--- config.mk ---
export PLATFORM = sky130hd
export DESIGN_NAME = fifo_in_unpack
export DESIGN_NICKNAME = d
export VERILOG_FILES = /design/src/rtl/fifo_in_unpack.sv
export SDC_FILE = /design/constraint.sdc
export NUM_CORES = 1
export LEC_CHECK = 0
export BUFFER_PORTS_ARGS = -buffer_cell sky130_fd_sc_hd__buf_2
export CORE_ASPECT_RATIO = 0.6
export CORE_MARGIN = 2
export CORE_UTILIZATION = 35
export CTS_CLUSTER_DIAMETER = 50
export CTS_CLUSTER_SIZE = 25
export DETAILED_ROUTE_END_ITERATION = 10
export HOLD_SLACK_MARGIN = 0.08
export PLACE_DENSITY_LB_ADDON = 0.15
export SLEW_MARGIN = 20
export SYNTH_ARGS = -nofsm -noshare
export SYNTH_HDL_FRONTEND = slang
export SYNTH_SLANG_ARGS = --single-unit
--- constraint.sdc ---
create_clock -name clk -period 3.9 [get_ports clk]
set_clock_uncertainty 0.2 [all_clocks]
set_input_delay 0.78 -clock clk [delete_from_list [all_inputs] [get_ports clk]]
set_output_delay 0.78 -clock clk [all_outputs]
set_load 0.05 [all_outputs]
--- src/rtl/fifo_in_unpack.sv ---
// Frame-read controller: launches one ram_r frame read, drains its show-ahead FIFO
// and unpacks each word into a valid/ready pixel stream with sof/eol/eof markers.
module fifo_in_unpack #(
    parameter int DATA_WIDTH        = 32,
    parameter int ADD_WIDTH         = 32,
    parameter int PIXEL_WIDTH       = 8,
    parameter int MAX_BURST_COUNT_R = 32,
    parameter int IMG_WIDTH         = 640,
    parameter int IMG_HEIGHT        = 480
) (
    input  logic                   clk,
    input  logic                   rst,
    input  logic                   frame_start,
    input  logic [ADD_WIDTH-1:0]   frame_base,
    output logic                   frame_busy,
    output logic                   frame_done,
    output logic                   start_fifo_in,
    output logic [ADD_WIDTH-1:0]   address_fifo_in,
    output logic [DATA_WIDTH-1:0]  n_burst_fifo_in,
    input  logic [DATA_WIDTH-1:0]  data_fifo_in,
    input  logic                   empty_fifo_in,
    output logic                   read_fifo_in,
    output logic [PIXEL_WIDTH-1:0] pix_data,
    output logic                   pix_valid,
    input  logic                   pix_ready,
    output logic                   pix_sof,
    output logic                   pix_eol,
    output logic                   pix_eof
);

    // state  | meaning
    // IDLE   | waiting for frame_start
    // LAUNCH | one-cycle start_fifo_in pulse to ram_r
    // STREAM | popping words and emitting pixels until the eof pixel is accepted

    localparam int PPW         = DATA_WIDTH / PIXEL_WIDTH;
    localparam int FRAME_WORDS = IMG_WIDTH * IMG_HEIGHT / PPW;
    localparam int N_BURST     = FRAME_WORDS / MAX_BURST_COUNT_R;
    localparam int LANE_W      = (PPW > 1) ? $clog2(PPW) : 1;
    localparam int COL_W       = (IMG_WIDTH > 1) ? $clog2(IMG_WIDTH) : 1;
    localparam int ROW_W       = (IMG_HEIGHT > 1) ? $clog2(IMG_HEIGHT) : 1;
    localparam int WL_W        = $clog2(FRAME_WORDS + 1);

    localparam logic [LANE_W-1:0] LAST_LANE = LANE_W'(PPW - 1);
    localparam logic [COL_W-1:0]  LAST_COL  = COL_W'(IMG_WIDTH - 1);
    localparam logic [ROW_W-1:0]  LAST_ROW  = ROW_W'(IMG_HEIGHT - 1);
    localparam logic [WL_W-1:0]   ALL_WORDS = WL_W'(FRAME_WORDS);

    typedef enum logic [1:0] {IDLE, LAUNCH, STREAM} state_t;

    state_t                state, state_next;
    logic [DATA_WIDTH-1:0] word;
    logic                  word_valid;
    logic [LANE_W-1:0]     lane;
    logic [COL_W-1:0]      col;
    logic [ROW_W-1:0]      row;
    logic [WL_W-1:0]       words_left;
    logic                  accept;
    logic                  last_lane;
    logic                  eof_accept;

    assign n_burst_fifo_in = DATA_WIDTH'(N_BURST);
    assign frame_busy      = (state != IDLE);
    assign start_fifo_in   = (state == LAUNCH);

    assign pix_valid  = word_valid;
    assign pix_data   = word[lane*PIXEL_WIDTH +: PIXEL_WIDTH];
    assign pix_sof    = word_valid && (col == '0) && (row == '0);
    assign pix_eol    = word_valid && (col == LAST_COL);
    assign pix_eof    = pix_eol && (row == LAST_ROW);

    assign accept     = word_valid && pix_ready;
    assign last_lane  = (lane == LAST_LANE);
    assign eof_accept = accept && pix_eof;

    // The refill pop overlaps the last-lane accept so words stream without a bubble.
    assign read_fifo_in = (state == STREAM) && !empty_fifo_in &&
                          (!word_valid || (accept && last_lane)) &&
                          (words_left != '0);

    always_ff @(posedge clk or negedge rst) begin
        if (!rst) begin
            state <= IDLE;
        end else begin
            state <= state_next;
        end
    end

    always_comb begin
        state_next = state;
        case (state)
            IDLE:    if (frame_start) state_next = LAUNCH;
            LAUNCH:  state_next = STREAM;
            STREAM:  if (eof_accept) state_next = IDLE;
            default: state_next = IDLE;
        endcase
    end

    always_ff @(posedge clk or negedge rst) begin
        if (!rst) begin
            address_fifo_in <= '0;
            word            <= '0;
            word_valid      <= 1'b0;
            lane            <= '0;
            col             <= '0;
            row             <= '0;
            words_left      <= '0;
            frame_done      <= 1'b0;
        end else begin
            frame_done <= eof_accept;
            if (state == IDLE) begin
                if (frame_start) begin
                    address_fifo_in <= frame_base;
                    word_valid      <= 1'b0;
                    lane            <= '0;
                    col             <= '0;
                    row             <= '0;
                    words_left      <= ALL_WORDS;
                end
            end else if (state == STREAM) begin
                if (read_fifo_in) begin
                    word       <= data_fifo_in;
                    word_valid <= 1'b1;
                    lane       <= '0;
                    words_left <= words_left - 1'b1;
                end else if (accept) begin
                    lane <= lane + 1'b1;
                    if (last_lane) word_valid <= 1'b0;
                end
                if (accept) begin
                    if (col == LAST_COL) begin
                        col <= '0;
                        row <= (row == LAST_ROW) ? '0 : row + 1'b1;
                    end else begin
                        col <= col + 1'b1;
                    end
                end
            end
        end
    end

endmodule

[After elaboration in Yosys (flattened, before gate mapping)]
Cells that the tools add are included.
Storage, ports and cells
  bits in registers: 106
  bits of input ports: 69
  output and inout port bits: 80
Operators by class
  add/subtract/negate cells: 4
  equality and inequality tests: 7
  shift operators: 1
  mux-type cells: 29
  bitwise logic cells: 1
  reductions and logical operators: 32
Operators by type and width (count)
  $mux 17: 4
  $mux 9: 6
  $mux 10: 5
  $shiftx 32x6->8: 1
  $reduce_bool 17->1: 1
  $sub 17x1->17 const B: 1
  $mux 2: 7
  $reduce_and 3->1: 4
  $add 10x1->10 const B: 1
  $eq 10x10->1 const B: 1
  $logic_and 1x1->1: 10
  $logic_not 10->1: 1
  $reduce_bool 2->1: 5
  $add 9x1->9 const B: 1
  $eq 9x9->1 const B: 1
  $logic_not 9->1: 1
  $reduce_and 4->1: 2
  $mux 1: 6
  $pmux 2 s3: 1
  $reduce_bool 3->1: 2
  $eq 2x2->1 const B: 2
  $ne 2x2->1 const B: 2
  $reduce_and 2->1: 2
  $add 2x1->2 const B: 1
  other kinds (5): 6

[Logic depth before layout (Yosys ltp)]
  depth in word-level cells: 8
  gate-level depth with buffers: 9
  gate-level depth less buffers: 7

[Worst setup path after synthesis]
Ideal clock, no wire load.
  path kind: register -> output
  start point: register word_valid (netlist: pix_valid)
  end point: output pix_eof
  arrival time: 3074 ps
  data required time: 2920 ps
  setup slack: -154 ps
  cell stages (with the launch flop): 4
  cell sequence: dfrtp_1 -> nand2_1 -> nor4_1 -> and2_1
On the way
  longest elaborated chain between the ends: 2
RTL lines
  start: declaration: RTL line 53  | logic word_valid;
  start signal: assignment: RTL line 103  | word_valid <= 1'b0;
  start signal: assignment: RTL line 114  | word_valid <= 1'b0;
  start signal: assignment: RTL line 123  | word_valid <= 1'b1;
  $logic_and 1x1->1: RTL line 69  | assign pix_eol = word_valid && (col == LAST_COL);
  via pix_eol: RTL line 27  | output logic pix_eol,
  $logic_and 1x1->1: RTL line 70  | assign pix_eof = pix_eol && (row == LAST_ROW);
  end: declaration: RTL line 28  | output logic pix_eof
The timed path passes the listed nets, and every way through them passes these cells.

[Worst setup path in the final report]
  start point: register lane[0]
  end point: output read_fifo_in
On the way
  longest elaborated chain between the ends: 5
RTL lines
  start: declaration: RTL line 54  | logic [LANE_W-1:0] lane;
  start signal: assignment: RTL line 127  | lane <= lane + 1'b1;
  $eq 2x2->1: RTL line 73  | assign last_lane = (lane == LAST_LANE);
  $logic_and 1x1->1: RTL line 78  | (!word_valid || (accept && last_lane)) &&
  $logic_or 1x1->1: RTL line 78
  $logic_and 1x1->1: RTL line 77  | assign read_fifo_in = (state == STREAM) && !empty_fifo_in &&
  $logic_and 1x1->1: RTL line 78
  end: declaration: RTL line 22  | output logic read_fifo_in,
No other way between the ends.

==> flow_metrics.env <==
export IMPL_rsz0062_at_grt="false"
export IMPL_crit_family="flip-flops"
export IMPL_drt_iter0_drc=217
export IMPL_cp_required_ns=2.92
export IMPL_fmax_mhz=326
export IMPL_synthArstFlopShare=1.00
export IMPL_cp_num_buf_inv=1
export IMPL_core_area_sq_um=14600
export IMPL_finalPower_mw=5.15
export IMPL_final_cell_mix="nand2_1, buf_2, dfrtp_1"
export IMPL_cts_repair_resize_count=0
export IMPL_syn_cell_area_sq_um=5300
export IMPL_clk_latency_ns=0.34
export IMPL_hold_viol_final=0
export IMPL_htreeDepth=3
export IMPL_num_io_pins=149
export IMPL_status="finished clean"
export IMPL_cp_slowest_stage_delay_ns=0.73
export IMPL_antenna_left=0
export IMPL_final_cell_count_no_fill=821
export IMPL_fin_crit_sh=0.786
export IMPL_dp_cells=805
export IMPL_die_width_microns=163
export IMPL_ys_warn_count=0
export IMPL_irDropWorstVdd_mv=0.310
export IMPL_floorplan_initialDensity=0.362
export IMPL_max_slew_margin_rel=0.539
export IMPL_wire_per_inst_microns=14.1
export IMPL_cts_made_buffers=9
export IMPL_place_hpwl_mm=8.51
export IMPL_avgSynthCellArea_sq_um=10.5
export IMPL_synth_edff_count=0
export IMPL_antennaDiodeCount=0
export IMPL_drt_total_wl_mm=11.6
export IMPL_layout_min_cycle_time_ns=3.06
export IMPL_drive_above_1_share=0.297
export IMPL_cp_data_arrival_time_ns=2.08
export IMPL_cts_root_buf="clkbuf_16"
export IMPL_hold_path_class="input port to async pin"
export IMPL_clock_sinks=106
export IMPL_post_dp_cell_area_sq_um=5980
export IMPL_design_area_sq_um=6260
export IMPL_tritoncts="done"
export IMPL_fin_nets=694
export IMPL_grt_pass1_vias=3869
export IMPL_post_cts_buffers=0
export IMPL_synth_cells=503
export IMPL_ys_ff_latch=106
export IMPL_worstSetupEndpointType="primary output"
export IMPL_path_class="register to primary output"
export IMPL_die_h_microns=99.4
export IMPL_overflow=0
export IMPL_tns_ns=0
export IMPL_setup_viol=0
export IMPL_layout_commonest_cell="nand2_1"
export IMPL_ys_flop_type="dfrtp_1"
export IMPL_power_density_nw_per_um2=822
export IMPL_synth_cell_types=58
export IMPL_slowest_stage="dfrtp_1"
export IMPL_rows=34
export IMPL_via_per_inst=4.67
export IMPL_num_vias=3837
export IMPL_ys_seq_area_frac=0.500
export IMPL_numPortBuffers=116
export IMPL_drt_pass1_iterations=5
export IMPL_grt_max_degree=53
export IMPL_syn_to_final_growth_pct=18.1
export IMPL_drv_cap=0
export IMPL_p_leak_nw=3.09
export IMPL_clk_pin_slew_ns=0.08
export IMPL_maxSlewViolCount=0
export IMPL_route_detailed_drc=0
export IMPL_crit_chain="ha_1 -> a21bo_2 -> nand2_1 -> nor2_4 -> buf_2"
export IMPL_clock_path_buffers=2
export IMPL_gp_congestion=0.789
export IMPL_track_usage=0.153
export IMPL_worst_pin_slew_ns=0.692
export IMPL_antenna_found_initial=0
export IMPL_hold_buffers=0
export IMPL_grt_pass1_wl_mm=19.6
export IMPL_cp_max_fo=11
export IMPL_die_area_sq_um=16200
export IMPL_start_kind="register"
[cell type report]
class / instances / area (sq um)
well taps: 198 / 248
inverters: 10 / 37.5
clock buffers: 11 / 243
multi-input cells: 369 / 2400
repair buffers: 122 / 641
fillers: 1460 / 8370
flip-flops and latches: 106 / 2650
clock inverters: 5 / 38.8
[power breakdown]
part           switching (mW)  internal (mW)  total [mW]
logic                    1.66          0.818        2.47
registers               0.299           1.50        1.80
clock network           0.420          0.455       0.875
[sequential cells by signal (all words and copies together) (netlist names)]
name             flops
state                2
word                32
pix_valid            1
col                 10
frame_done           1
words_left          17
lane                 2
row                  9
address_fifo_in     32
[worst register-to-register path, stage by stage, from the launching register on]
cell and delay [ns]:
dfrtp_1 0.73, ha_1 0.28, a21bo_2 0.19, nand2_1 0.12, nor2_4 0.16, buf_4 0.51, mux2_1 0.40
[cell families after synthesis]
| kind of cell | synth area share |
|---|---|
| flops | 0.500 |
| fa+ha+maj | 0.0165 |
| compound gates | 0.0663 |
| simple gates | 0.200 |
| xor+xnor | 0.0132 |
| mux | 0.133 |
| other cells | 0.00142 |
| buf+inv | 0.0694 |
[synth_stat cells (2+ instances only)]
library cell  number  area (sq um)
nand2b_1           4          25.0
a31oi_1            3          18.8
or3_1              2          12.5
a21oi_1           11          55.1
nor2_1            26          97.6
clkbuf_1           7          26.3
inv_1             10          37.5
xnor2_1            7          61.3
mux2_1             7          78.8
buf_4             32           240
buf_6              4          45.0
mux4_2             8           180
buf_1              5          18.8
o41ai_1            3          26.3
mux2_4            25           375
a21o_1             3          22.5
conb_1             2          7.51
nor3_1             4          20.0
mux2i_1            6          60.1
nand4_1            4          25.0
o21ai_0           20           100
nand2_1          120           450
o211ai_1           2          15.0
nand3_1           17          85.1
dfrtp_1          106          2650
nor3b_1            3          22.5
ha_1               7          87.6
and2_1             3          18.8
or2_1              2          12.5
nor2b_1            3          18.8
nor4_1             6          37.5
o31ai_1            7          52.6
nor4b_1            3          26.3
and3_1             7          43.8
[layer usage]
metal,up-vias,routed length [microns],track usage
li1,1888,-,-
met1,1856,5970,0.229
met2,83,5010,0.225
met3,10,528,0.0313
met4,0,107,0.0381
met5,-,0,0
[per-stage QoR]
step                      hold WS, ns  setup WS, ns   util
after detailed placement        0.259          1.07  0.409
after CTS                       0.278         0.770  0.428
after global placement          0.252          1.08  0.409
final                           0.270         0.837  0.428
after floorplan                 0.253         0.466      -
after global routing            0.300         0.618  0.428
[final timing paths]
| path | depth (start not counted) | slack [ns] | startpoint | to |
|---|---|---|---|---|
| setup / recovery | 5 | 0.84 | lane[0] | read_fifo_in |
| hold / removal | 1 | 0.27 | rst | word[21] |
| setup reg to reg | 6 | 1.22 | lane[0] | word[2] |
| hold reg to reg | 2 | 0.27 | address_fifo_in[15] | address_fifo_in[15] |
| max in group asynchronous | 2 | 2.49 | rst | lane[1] |
| min in group clk | 2 | 0.27 | address_fifo_in[15] | address_fifo_in[15] |
Power figures use the tool's default switching activity.
